--- config.mk ---
export PLATFORM = sky130hd
export DESIGN_NAME = tick_sel_gen
export DESIGN_NICKNAME = d
export VERILOG_FILES = /design/src/rtl/tick_sel_gen.sv
export SDC_FILE = /design/constraint.sdc
export NUM_CORES = 1
export LEC_CHECK = 0
export ABC_AREA = 1
export BUFFER_PORTS_ARGS = -buffer_cell sky130_fd_sc_hd__buf_2
export CORE_ASPECT_RATIO = 0.5
export CORE_MARGIN = 8
export CORE_UTILIZATION = 30
export CTS_CLUSTER_DIAMETER = 60
export CTS_CLUSTER_SIZE = 10
export DETAILED_ROUTE_END_ITERATION = 16
export MAX_ROUTING_LAYER = met4
export SLEW_MARGIN = 0
export SYNTH_ARGS = -nofsm -noshare
export SYNTH_HDL_FRONTEND = slang
export SYNTH_SLANG_ARGS = --single-unit
--- constraint.sdc ---
create_clock -name clk_in -period 3.5 [get_ports clk_in]
set_clock_uncertainty 0.05 [all_clocks]
set_input_delay 0.35 -clock clk_in [delete_from_list [all_inputs] [get_ports clk_in]]
set_output_delay 0.35 -clock clk_in [all_outputs]
set_load 0.01 [all_outputs]
--- src/rtl/tick_sel_gen.sv ---
// N_CH free-running tick dividers with a glitch-free selector that forwards
// one channel's tick onto tick_out, plus a pause gate and a switching flag.
module tick_sel_gen #(
  parameter int                 N_CH = 4,
  parameter int                 SW   = 2,
  parameter int                 CW   = 27,
  parameter logic [N_CH*CW-1:0] DIVS = {27'd250_000, 27'd25_000_000,
                                        27'd50_000_000, 27'd100_000_000}
) (
  input  logic            clk_in,
  input  logic            rst,
  input  logic [SW-1:0]   sel,
  input  logic            pause,
  output logic            tick_out,
  output logic [N_CH-1:0] tick_all,
  output logic [SW-1:0]   active_sel,
  output logic            switching
);

  typedef enum logic {LOCKED, SWITCH} state_t;

  localparam logic [SW:0] NCH_L = (SW + 1)'(N_CH);

  if (N_CH < 2 || N_CH > 16) begin : g_bad_nch
    $error("tick_sel_gen: N_CH must be in 2..16");
  end
  if (N_CH > (1 << SW)) begin : g_bad_sw
    $error("tick_sel_gen: sel is too narrow for N_CH channels");
  end

  logic [N_CH-1:0] tick_all_d, tick_all_q;

  for (genvar gi = 0; gi < N_CH; gi++) begin : g_div
    localparam logic [CW-1:0] DIV_I    = DIVS[gi*CW +: CW];
    localparam logic [CW-1:0] DIV_LAST = DIV_I - CW'(1);

    if (DIV_I < CW'(2)) begin : g_bad_div
      $error("tick_sel_gen: every divisor must be >= 2");
    end

    logic [CW-1:0] cnt_d, cnt_q;
    logic          wrap;

    always_comb begin
      wrap  = (cnt_q == DIV_LAST);
      cnt_d = wrap ? '0 : cnt_q + CW'(1);
    end

    assign tick_all_d[gi] = wrap;

    // NOTE: all clocked state uses non-blocking assignments so every flop
    // samples the pre-edge value of every other flop, regardless of order.
    always_ff @(posedge clk_in) begin
      if (rst) cnt_q <= '0;
      else     cnt_q <= cnt_d;
    end
  end

  // Zero-padded copy so indexing by any sel-width value stays in range.
  logic [(1<<SW)-1:0] tick_pad;
  always_comb begin
    tick_pad               = '0;
    tick_pad[N_CH-1:0]     = tick_all_q;
  end

  state_t        state_d, state_q;
  logic [SW-1:0] pending_d, pending_q;
  logic [SW-1:0] active_d, active_q;
  logic          switching_d, switching_q;
  logic          tick_out_d, tick_out_q;
  logic          sel_valid;

  always_comb begin
    state_d     = state_q;
    pending_d   = pending_q;
    active_d    = active_q;
    switching_d = switching_q;
    tick_out_d  = 1'b0;
    sel_valid   = ({1'b0, sel} < NCH_L);

    case (state_q)
      LOCKED: begin
        // The old channel's tick still goes out on the edge a switch begins.
        tick_out_d = tick_pad[active_q] & ~pause;
        if (sel_valid && sel != active_q) begin
          pending_d   = sel;
          switching_d = 1'b1;
          state_d     = SWITCH;
        end
      end
      SWITCH: begin
        if (sel == active_q) begin
          switching_d = 1'b0;
          state_d     = LOCKED;
        end else if (sel_valid && sel != pending_q) begin
          pending_d = sel;
        end else if (sel == pending_q && tick_pad[pending_q]) begin
          // Handover on the new channel's own tick keeps tick_out on its grid.
          active_d    = pending_q;
          tick_out_d  = ~pause;
          switching_d = 1'b0;
          state_d     = LOCKED;
        end
      end
      default: state_d = LOCKED;
    endcase
  end

  always_ff @(posedge clk_in) begin
    if (rst) begin
      state_q     <= LOCKED;
      pending_q   <= '0;
      active_q    <= '0;
      switching_q <= 1'b0;
      tick_out_q  <= 1'b0;
      tick_all_q  <= '0;
    end else begin
      state_q     <= state_d;
      pending_q   <= pending_d;
      active_q    <= active_d;
      switching_q <= switching_d;
      tick_out_q  <= tick_out_d;
      tick_all_q  <= tick_all_d;
    end
  end

  assign tick_out   = tick_out_q;
  assign tick_all   = tick_all_q;
  assign active_sel = active_q;
  assign switching  = switching_q;

endmodule

==> summary.md, run 1 <==
| Metric | Value |
|---|---|
| CP max FO | 27 |
| Critical Path Most Common Cell | nor2_1 |
| TritonCTS clock tree | built |
| I/O Buffers | 12 |
| Asr flop ratio synth | 0% |
| Setup bufs post-CTS | 0 |
| Final period util | 51.2% |
| Routed length per placed instance | 11.3 um |
| Syn_nets | 986 |
| Fillers | 2,193 |
| Syn. warnings | 0 |
| VDD IR-drop max | 0.000363 V |
| HP Class | input pin to register |
| Largest cells by area after synthesis | dfxtp_1, nand2_1, nor2_1 |
| Initial Util | 30.6% |
| Setup crit start | g_div[3].cnt_q[0]$_SDFF_PP0_ |
| Total routed wirelength | 14,500 um |
| Final Util | 35.1% |
| Layout cells sized above 1 | 6.13% |
| FP Rows | 37 |
| Initial drt markers | 377 |
| Clk pin slew, worst setup/hold paths | 0.06 ns |
| Initial antenna violation count | 0 |
| DIE HEIGHT | 118 um |
| Register area share after synthesis | 37.8% |
| Leakage | 2.29 nW |
| Worst Hold Path EP | tick_out$_SDFF_PP0_ |
| CP arrival | 2.03 ns |
| Via count | 5,879 |
| Htree depth | 4 |
| Reg2Reg Depth | 8 |
| Root buf cell | clkbuf_16 |
| Worst reg2reg path startpoint | g_div[3].cnt_q[0]$_SDFF_PP0_ |
| Synth Instances | 977 |
| CTS resizes | 0 |
| Max frequency | 558 MHz |
| Largest area contributor in the netlist | dfxtp_1 |
| Pin count of the biggest net entering global routing | 28 |
| Status | completed |
| Vias in the first global route | 5,680 |
| Routability cong. | 0.911 |
| Slowest CP cell | nand2_2 |
| Max Cap Violations | 0 |
| First-pass GRT wire length | 25,600 um |
| Critical path class | register to register |
| Syn_area_per_cell | 6.44 um2 |
| CORE AREA | 20,600 um2 |
| Unrepaired setup endpoints after global routing | no |
| Critical Path Sink Type | register |
| Post-detailed-route count of antenna-violating nets | 0 |
| HPWL after DPL | 10,700 um |
| CP required | 3.73 ns |
| Total gr overflow | 0 |
| Fin nets | 1,008 |
| Max Slew Vio Count | 0 |
| Clock buffer depth | 2 |
| Rel. slew slack | 64.9% |
| Top Ports | 13 |
| Hold wc startpoint | pause |
| First-pass detailed-route iteration total | 5 |
| # DRC | 0 |
| Die Area | 26,200 um2 |
| Startpoint types | register |
| Post-synth cell types | 31 |
| Worst-margin pin slew | 0.525 ns |
| Top_reg_cell synth | dfxtp_1 |
| Total CTS buffers | 17 |
| Hold Violations, Final | 0 |
| Synth top area share | 37.8% |
| Synth Register Bits | 119 |
| Vias per inst | 4.58 |
| Most frequent cells in the layout | nand2_1, nor2_1, dfxtp_1 |
| TritonCTS Sinks | 119 |
| Diodes inserted | 0 |
| P&R area growth vs syn | 14.6% |
| Final TNS setup | 0 ns |
| Netlist Area Pre-Place | 6300 um2 |
| GRT Overall Usage | 11.8% |
| Power per cell area | 455 nW/um2 |
| Endpoints failing setup | 0 |
| Die width | 221 um |
| Hold buffer count at CTS | 0 |
| Period minus WS final | 1.79 ns |
| Clock Latency Late Sink | 0.41 ns |
| Largest stage delay on the critical path | 0.43 ns |
| Most common cell after layout, fill and taps aside | nand2_1 |
| Critical R2R Capture | g_div[3].cnt_q[17]$_SDFF_PP0_ |
| Hold depth | 3 |
| Post-synth EDFFs | 0 |
| Cells along the critical path | ha_1, nand3_2, inv_2, nand2_1, nor2_1, nand3_1, nand2_2, nor2_1 |
| FF-to-FF setup slack | 1.71 ns |
==> report_power, final <==
| part | internal [mW] | switching (mW) |
|---|---|---|
| clock network | 1.16 | 0.654 |
| logic | 0.0257 | 0.0543 |
| registers | 1.37 | 0.0155 |
| total | 2.56 | 0.724 |
==> how the worst max path moves through the flow <==
stage                                    end  slack [ns]  cells after the start
2_1_floorplan  g_div[0].cnt_q[15]$_SDFF_PP0_        2.02                      9
3_3_place_gp   g_div[2].cnt_q[15]$_SDFF_PP0_        1.75                      8
3_5_place_dp   g_div[3].cnt_q[21]$_SDFF_PP0_        1.69                      8
4_1_cts        g_div[3].cnt_q[17]$_SDFF_PP0_        1.68                      8
5_1_grt        g_div[2].cnt_q[12]$_SDFF_PP0_        1.44                      8
6_report       g_div[3].cnt_q[17]$_SDFF_PP0_        1.71                      8
==> flip-flops by register name, summed over array words and instances (netlist names) <==
name / count
state_q: 1
active_sel: 2
pending_q: 2
tick_all: 4
switching: 1
tick_out: 1
g_div.cnt_q: 108
==> metrics by stage <==
stage | worst slack [ns] | instance area (um2) | std cells | hold WS, ns | power (mW)
floorplan | 2.02 | 6300 | 977 | 0.367 | 1.48
global placement | 1.75 | 6610 | 1253 | 0.378 | 1.50
detailed placement | 1.69 | 6610 | 1253 | 0.386 | 1.50
global route | 1.44 | 7220 | 1285 | 0.116 | 3.40
finish | 1.71 | 7220 | 1285 | 0.126 | 3.28
CTS | 1.68 | 7220 | 1285 | 0.113 | 3.31
==> worst max-delay path: cells and delay by family, from the launching register on <==
family                   cells  cell delay, ns
AND/OR/NAND/NOR              6            0.95
flip-flops                   1            0.35
adder cells (fa/ha/maj)      1            0.21
buffers and inverters        1            0.10
==> synth_stat cells (3+ instances only) <==
master and instances:
nand3_2 3, or2_0 4, nor2_2 7, xor2_1 21, nor2_1 243, inv_1 81
dfxtp_1 119, xnor2_1 29, nand3b_1 20, nand4_1 19, buf_6 6, nand2_1 293
nand2_2 4, ha_1 4, a21oi_1 51, nand3_1 44, nor3_1 11
==> kinds of logic after synthesis <==
group	Yosys count	share of synthesized area, %
xor+xnor	50	6.96
compound gates	55	4.49
flops	119	37.8
simple gates	656	43.5
fa+ha+maj	4	0.795
buf+inv	93	6.40
==> routing by layer <==
metal  track usage [%]  vias up  routed length, um  share of wire, %
met5                 -        -                  0                 0
met3              2.22       25                489               3.4
met1              14.1     2642               7020                48
met2              19.3      110               6700                46
met4              5.23        0                303               2.1
li1                  -     3102                  -                 -
==> cell type report <==
type / instances / area, um2 / area share, %
clock buffers: 21 / 460 / 6.38
well taps: 273 / 342 / 4.73
inverters: 84 / 315 / 4.37
clock inverters: 11 / 146 / 2.03
repair buffers: 12 / 60.1 / 0.832
flip-flops and latches: 119 / 2380 / 33.0
multi-input cells: 765 / 3510 / 48.6
Power figures use the tool's default switching activity.
==> run 2, diff against run 1 <==
--- a/config.mk
+++ b/config.mk
@@ -5,7 +5,7 @@
 export SDC_FILE = /design/constraint.sdc
 export NUM_CORES = 1
 export LEC_CHECK = 0
-export ABC_AREA = 1
+export ABC_AREA = 0
 export BUFFER_PORTS_ARGS = -buffer_cell sky130_fd_sc_hd__buf_2
 export CORE_ASPECT_RATIO = 0.5
 export CORE_MARGIN = 8
==> constraint.sdc (replaced) <==
create_clock -name clk_in -period 1.7 [get_ports clk_in]
set_clock_uncertainty 0.05 [all_clocks]
set_input_delay 0.17 -clock clk_in [delete_from_list [all_inputs] [get_ports clk_in]]
set_output_delay 0.17 -clock clk_in [all_outputs]
set_load 0.01 [all_outputs]
==> summary.md, run 2 <==
| Metric | Value |
|---|---|
| Clock Latency Late Sink | 0.41 ns |
| CP arrival | 1.95 ns |
| Biggest register | g_div.cnt_q |
| Post-synth EDFFs | 0 |
| Fillers | 1,666 |
| Power per cell area | 876 nW/um2 |
| Syn. warnings | 0 |
| FF-to-FF setup slack | -0.001 ns |
| Top_reg_cell synth | dfxtp_1 |
| Asr flop ratio synth | 0% |
| Compound-Gate Fraction of Synth Area | 2.13% |
| Period minus WS final | 1.70 ns |
| Synth Register Bits | 119 |
| Most frequent cells in the layout | nor2_1, dfxtp_1, buf_4 |
| Netlist Area Pre-Place | 5280 um2 |
| Initial Util | 30.5% |
| Critical R2R Capture | g_div[0].cnt_q[25]$_SDFF_PP0_ |
| Initial antenna violation count | 0 |
| Startpoint types | register |
| GRT Overall Usage | 11.0% |
| Routability cong. | 0.827 |
| Main combinational cell family by area after synthesis | simple AND/OR/NAND/NOR gates |
| Post-synth cell types | 37 |
| Area of the multi-input gates | 3050 um2 |
| Reg2Reg Depth | 5 |
| Synth top area share | 45.1% |
| Syn_nets | 618 |
| Max Cap Violations | 0 |
| Post-Synth Simple-Gate Area | 32.5% |
| Setup crit start | g_div[0].cnt_q[9]$_SDFF_PP0_ |
| Layout cells sized above 1 | 29.9% |
| Rel. slew slack | 71.8% |
| Critical path class | register to register |
| Post-detailed-route count of antenna-violating nets | 0 |
| CP required | 1.95 ns |
| Syn_area_per_cell | 8.67 um2 |
| VDD IR-drop max | 0.000727 V |
| Register area share after synthesis | 45.1% |
| Fin cells | 963 |
| First-pass detailed-route iteration total | 4 |
| Top cells by count, synth | nor2_1, dfxtp_1, xor2_1, nand3_1, nand2_1 |
| Final Util | 41.6% |
| Vias in the first global route | 4,370 |
| Worst reg2reg path startpoint | g_div[0].cnt_q[9]$_SDFF_PP0_ |
| Vias per inst | 4.64 |
| Htree depth | 4 |
| Die Area | 22,300 um2 |
| Total routed wirelength | 11,700 um |
| Leakage | 2.75 nW |
| Max reg flops | 108 |
| Most common cell after layout, fill and taps aside | nor2_1 |
| Max Slew Vio Count | 0 |
| Synth Instances | 609 |
| CP max FO | 7 |
| Setup ws final | -0.00100 ns |
| Fin nets | 728 |
| CORE AREA | 17,300 um2 |
| # DRC | 0 |
| Diodes inserted | 0 |
| Total gr overflow | 0 |
| Max frequency | 588 MHz |
| Final period util | 100% |
| HPWL after DPL | 7840 um |
| Via count | 4,466 |
| Total CTS buffers | 17 |
| I/O Buffers | 12 |
| Largest area contributor in the netlist | dfxtp_1 |
| Largest cells by area after synthesis | dfxtp_1, xor2_1, nor2_1 |
| Failing checks | setup timing |
| Critical Path Sink Type | register |
| Endpoints failing setup | 2 |
| Routed length per placed instance | 12.1 um |
| Worst setup path endpoint | g_div[0].cnt_q[25]$_SDFF_PP0_ |
| FP Rows | 34 |
| Placed Cells | 923 |
| Status | finished with violations |
| Storage cell area | 2420 um2 |
| DIE HEIGHT | 110 um |
| Pin count of the biggest net entering global routing | 28 |
| Unrepaired setup endpoints after global routing | yes |
| Worst-margin pin slew | 0.421 ns |
| First-pass GRT wire length | 19,900 um |
| Final TNS setup | -0.00178 ns |
| Most common cell in the synthesized netlist | nor2_1 |
| Tot Pwr | 6.31 mW |
| XOR/XNOR Fraction of Synth Area | 16.3% |
| P&R area growth vs syn | 36.5% |
| HP Class | input pin to register |
| Root buf cell | clkbuf_16 |
| TritonCTS clock tree | built |
| Die width | 204 um |
| Top Ports | 13 |
| Hold Violations, Final | 0 |
| Clk pin slew, worst setup/hold paths | 0.05 ns |
| Adder-cell share of the synthesized area | 0.948% |
| Multiplexer share of the synthesized area | 0.806% |
| TritonCTS Sinks | 119 |
| Clock buffer depth | 2 |
| Initial drt markers | 200 |
-- run 2: changes by cell type in the layout (fill, tap and decap cells not counted), moves of 12 or more --
cell / previous run / this run
nor2_1: 243 / 129
inv_1: 81 / 11
xor2_1: 21 / 61
dfxtp_1: 119 / 89
dfxtp_2: 0 / 28
nand2_1: 293 / 41
buf_4: 0 / 83
and3_1: 0 / 12
nand4_1: 19 / 41
nand3b_1: 20 / 0
a21oi_1: 51 / 3
-- run 2: layer usage --
metal  up-vias  wire (um)  global-route usage [%]
li1       2298          -                       -
met1      2110       5520                    12.5
met2        45       5770                    18.9
met3        13        238                    2.29
met4         0        146                    4.89
met5         -          0                       -
-- run 2: cell families after synthesis --
| logic type | count (synthesis) |
|---|---|
| compound gates | 16 |
| xor+xnor | 98 |
| fa+ha+maj | 4 |
| buf+inv | 27 |
| flops | 119 |
| mux | 3 |
| simple gates | 342 |
-- run 2: where the power goes --
part | leakage (nW) | switching, mW | total (mW) | internal, mW
logic | 1.52 | 0.129 | 0.262 | 0.132
clock network | 0.258 | 1.19 | 3.18 | 1.99
registers | 0.976 | 0.0341 | 2.87 | 2.83
total | 2.75 | 1.35 | 6.31 | 4.95
-- run 2: area by class of cell --
class / count / share of cell area [%]
clock inverters: 4 / 0.278
repair buffers: 107 / 12.1
flip-flops and latches: 119 / 33.7
multi-input cells: 463 / 42.4
well taps: 234 / 4.06
clock buffers: 25 / 6.90
inverters: 11 / 0.573
-- run 2: critical path: stages (launching register included) --
cell,delay (ns)
dfxtp_4,0.34
nand4_1,0.14
or4_4,0.63
nor4_4,0.26
xnor2_1,0.14
nor2_1,0.05
-- run 2: how the worst min path moves through the flow --
stage                       from                         to  slack (ns)  depth (start not counted)
after floorplan            pause        tick_out$_SDFF_PP0_        0.19                          1
after global placement     pause        tick_out$_SDFF_PP0_        0.30                          2
after detailed placement   pause        tick_out$_SDFF_PP0_        0.30                          2
after CTS                 sel[1]  pending_q[1]$_SDFFE_PP0P_       0.007                          3
after global routing      sel[0]  pending_q[0]$_SDFFE_PP0P_        0.02                          3
final                     sel[0]  pending_q[0]$_SDFFE_PP0P_        0.02                          3
-- run 2: what timing repair did --
item	in CTS	in global routing
gates cloned	0	2
buffers inserted	0	9
hold buffers	1	0
resized for setup	6	65
endpoints found under the hold margin	1	0
endpoints found under the setup margin	11	104
pin swaps	10	25
-- run 2: through the flow --
step | setup WS, ns | hold WS (ns) | instance area (um2)
after floorplan | -0.0880 | 0.193 | 5400
final | -0.00100 | 0.0238 | 7200
after detailed placement | -0.112 | 0.301 | 6330
after global routing | -0.0641 | 0.0238 | 7200
after global placement | -0.0949 | 0.302 | 6330
after CTS | -0.0658 | 0.00726 | 6880
==> run 3, diff against run 2 <==
==> constraint.sdc (replaced) <==
create_clock -name clk_in -period 2.2 [get_ports clk_in]
set_clock_uncertainty 0.05 [all_clocks]
set_input_delay 0.22 -clock clk_in [delete_from_list [all_inputs] [get_ports clk_in]]
set_output_delay 0.22 -clock clk_in [all_outputs]
set_load 0.01 [all_outputs]
==> summary.md, run 3 (synthesis gave the netlist of run 2 again) <==
| Metric | Value |
|---|---|
| FF-to-FF setup slack | 0.21 ns |
| Max reg flops | 108 |
| CP required | 2.45 ns |
| I/O Buffers | 12 |
| Post-route cell area | 6300 um2 |
| Max Slew Vio Count | 0 |
| Power per cell area | 794 nW/um2 |
| Htree depth | 4 |
| Hold Violations, Final | 0 |
| First-pass GRT wire length | 18,100 um |
| Top Metal Used | met4 |
| Most common cell after layout, fill and taps aside | nor2_1 |
| Period minus WS final | 1.99 ns |
| # DRC | 0 |
| Pin count of the biggest net entering global routing | 28 |
| Most frequent cells in the layout | nor2_1, dfxtp_1, xor2_1 |
| Routed length per placed instance | 11.3 um |
| Max frequency | 502 MHz |
| DP Area | 5710 um2 |
| Die Area | 22,300 um2 |
| Final TNS setup | 0 ns |
| Top Ports | 13 |
| TritonCTS clock tree | built |
| Startpoint types | register |
| Post-detailed-route count of antenna-violating nets | 0 |
| Root buf cell | clkbuf_16 |
| Initial Util | 30.5% |
| TritonCTS Sinks | 119 |
| CORE AREA | 17,300 um2 |
| HP Class | input pin to register |
| Fin nets | 651 |
| HPWL after DPL | 6910 um |
| Total routed wirelength | 10,100 um |
| Status | completed |
| Critical path class | register to register |
| Metal-1 WL | 4950 um |
| GRT Overall Usage | 9.89% |
| Layout cells sized above 1 | 12.5% |
| CTS resizes | 0 |
| VDD IR-drop max | 0.000694 V |
| Clock Latency Late Sink | 0.41 ns |
| Clk pin slew, worst setup/hold paths | 0.06 ns |
| Initial antenna violation count | 0 |
| Endpoints failing setup | 0 |
| Setup ws final | 0.208 ns |
| Diodes inserted | 0 |
| Clock buffer depth | 2 |
| FP Rows | 34 |
| Rel. slew slack | 64.8% |
| First-pass detailed-route iteration total | 4 |
| Pre-CTS WS | 0.221 ns |
| Total CTS buffers | 17 |
| DIE HEIGHT | 110 um |
| Max Cap Violations | 0 |
| Total gr overflow | 0 |
| Final Util | 36.4% |
| Biggest register | g_div.cnt_q |
| Hold_ws | 0.0590 ns |
| Initial drt markers | 171 |
| Via count | 4,119 |
| Vias in the first global route | 3,997 |
| P&R area growth vs syn | 19.3% |
| CP max FO | 7 |
| Routability cong. | 0.770 |
| Worst-margin pin slew | 0.525 ns |
| Vias per inst | 4.63 |
| Final period util | 90.6% |
| CP arrival | 2.24 ns |
| Leakage | 2.22 nW |
| Metal2 WL | 4780 um |
| Die width | 204 um |
| Fillers | 1,747 |
| Met3 WL post-DR | 275 um |
| Critical Path Sink Type | register |
| Unrepaired setup endpoints after global routing | no |
## run 3: metrics by stage
stage / cells / total power [mW]
3_3_place_gp: 856 / 2.38
6_report: 889 / 5.00
3_5_place_dp: 856 / 2.38
4_1_cts: 889 / 5.07
5_1_grt: 889 / 5.20
2_1_floorplan: 609 / 2.34
## run 3: final cells by class
cell class,instances,area (um2),share of cell area [%]
clock buffers,18,439,6.98
repair buffers,30,223,3.54
flip-flops and latches,119,2380,37.8
well taps,234,293,4.65
inverters,11,41.3,0.656
multi-input cells,463,2780,44.2
clock inverters,14,138,2.19
## run 3: what timing repair did
item	in CTS	in global routing
hold buffers	1	0
hold endpoints to repair	1	0
buffers inserted	0	0
## run 3: per-layer routing
| layer | vias up | GRT usage, % |
|---|---|---|
| li1 | 2169 | - |
| met1 | 1910 | 11.4 |
| met2 | 35 | 16.7 |
| met3 | 5 | 2.79 |
| met4 | 0 | 2.99 |
| met5 | - | - |
## run 3: final timing paths
kind,from,end,cells past startpoint
worst min register to register,g_div[2].cnt_q[0]$_SDFF_PP0_,g_div[2].cnt_q[0]$_SDFF_PP0_,1
worst max-delay path,g_div[0].cnt_q[9]$_SDFF_PP0_,g_div[0].cnt_q[23]$_SDFF_PP0_,5
worst max register to register,g_div[0].cnt_q[9]$_SDFF_PP0_,g_div[0].cnt_q[23]$_SDFF_PP0_,5
worst min-delay path,sel[1],pending_q[1]$_SDFFE_PP0P_,3
## run 3: power breakdown
part           switching (mW)  total (mW)  internal [mW]
logic                  0.0686       0.117         0.0485
registers              0.0334        2.22           2.18
clock network            1.05        2.67           1.61
total                    1.16        5.00           3.85
## run 3: critical path, stage by stage (launching register included)
cell	delay [ns]
dfxtp_1	0.44
nand4_1	0.14
or4_1	0.76
nor4_4	0.31
xnor2_1	0.14
nor2_1	0.05
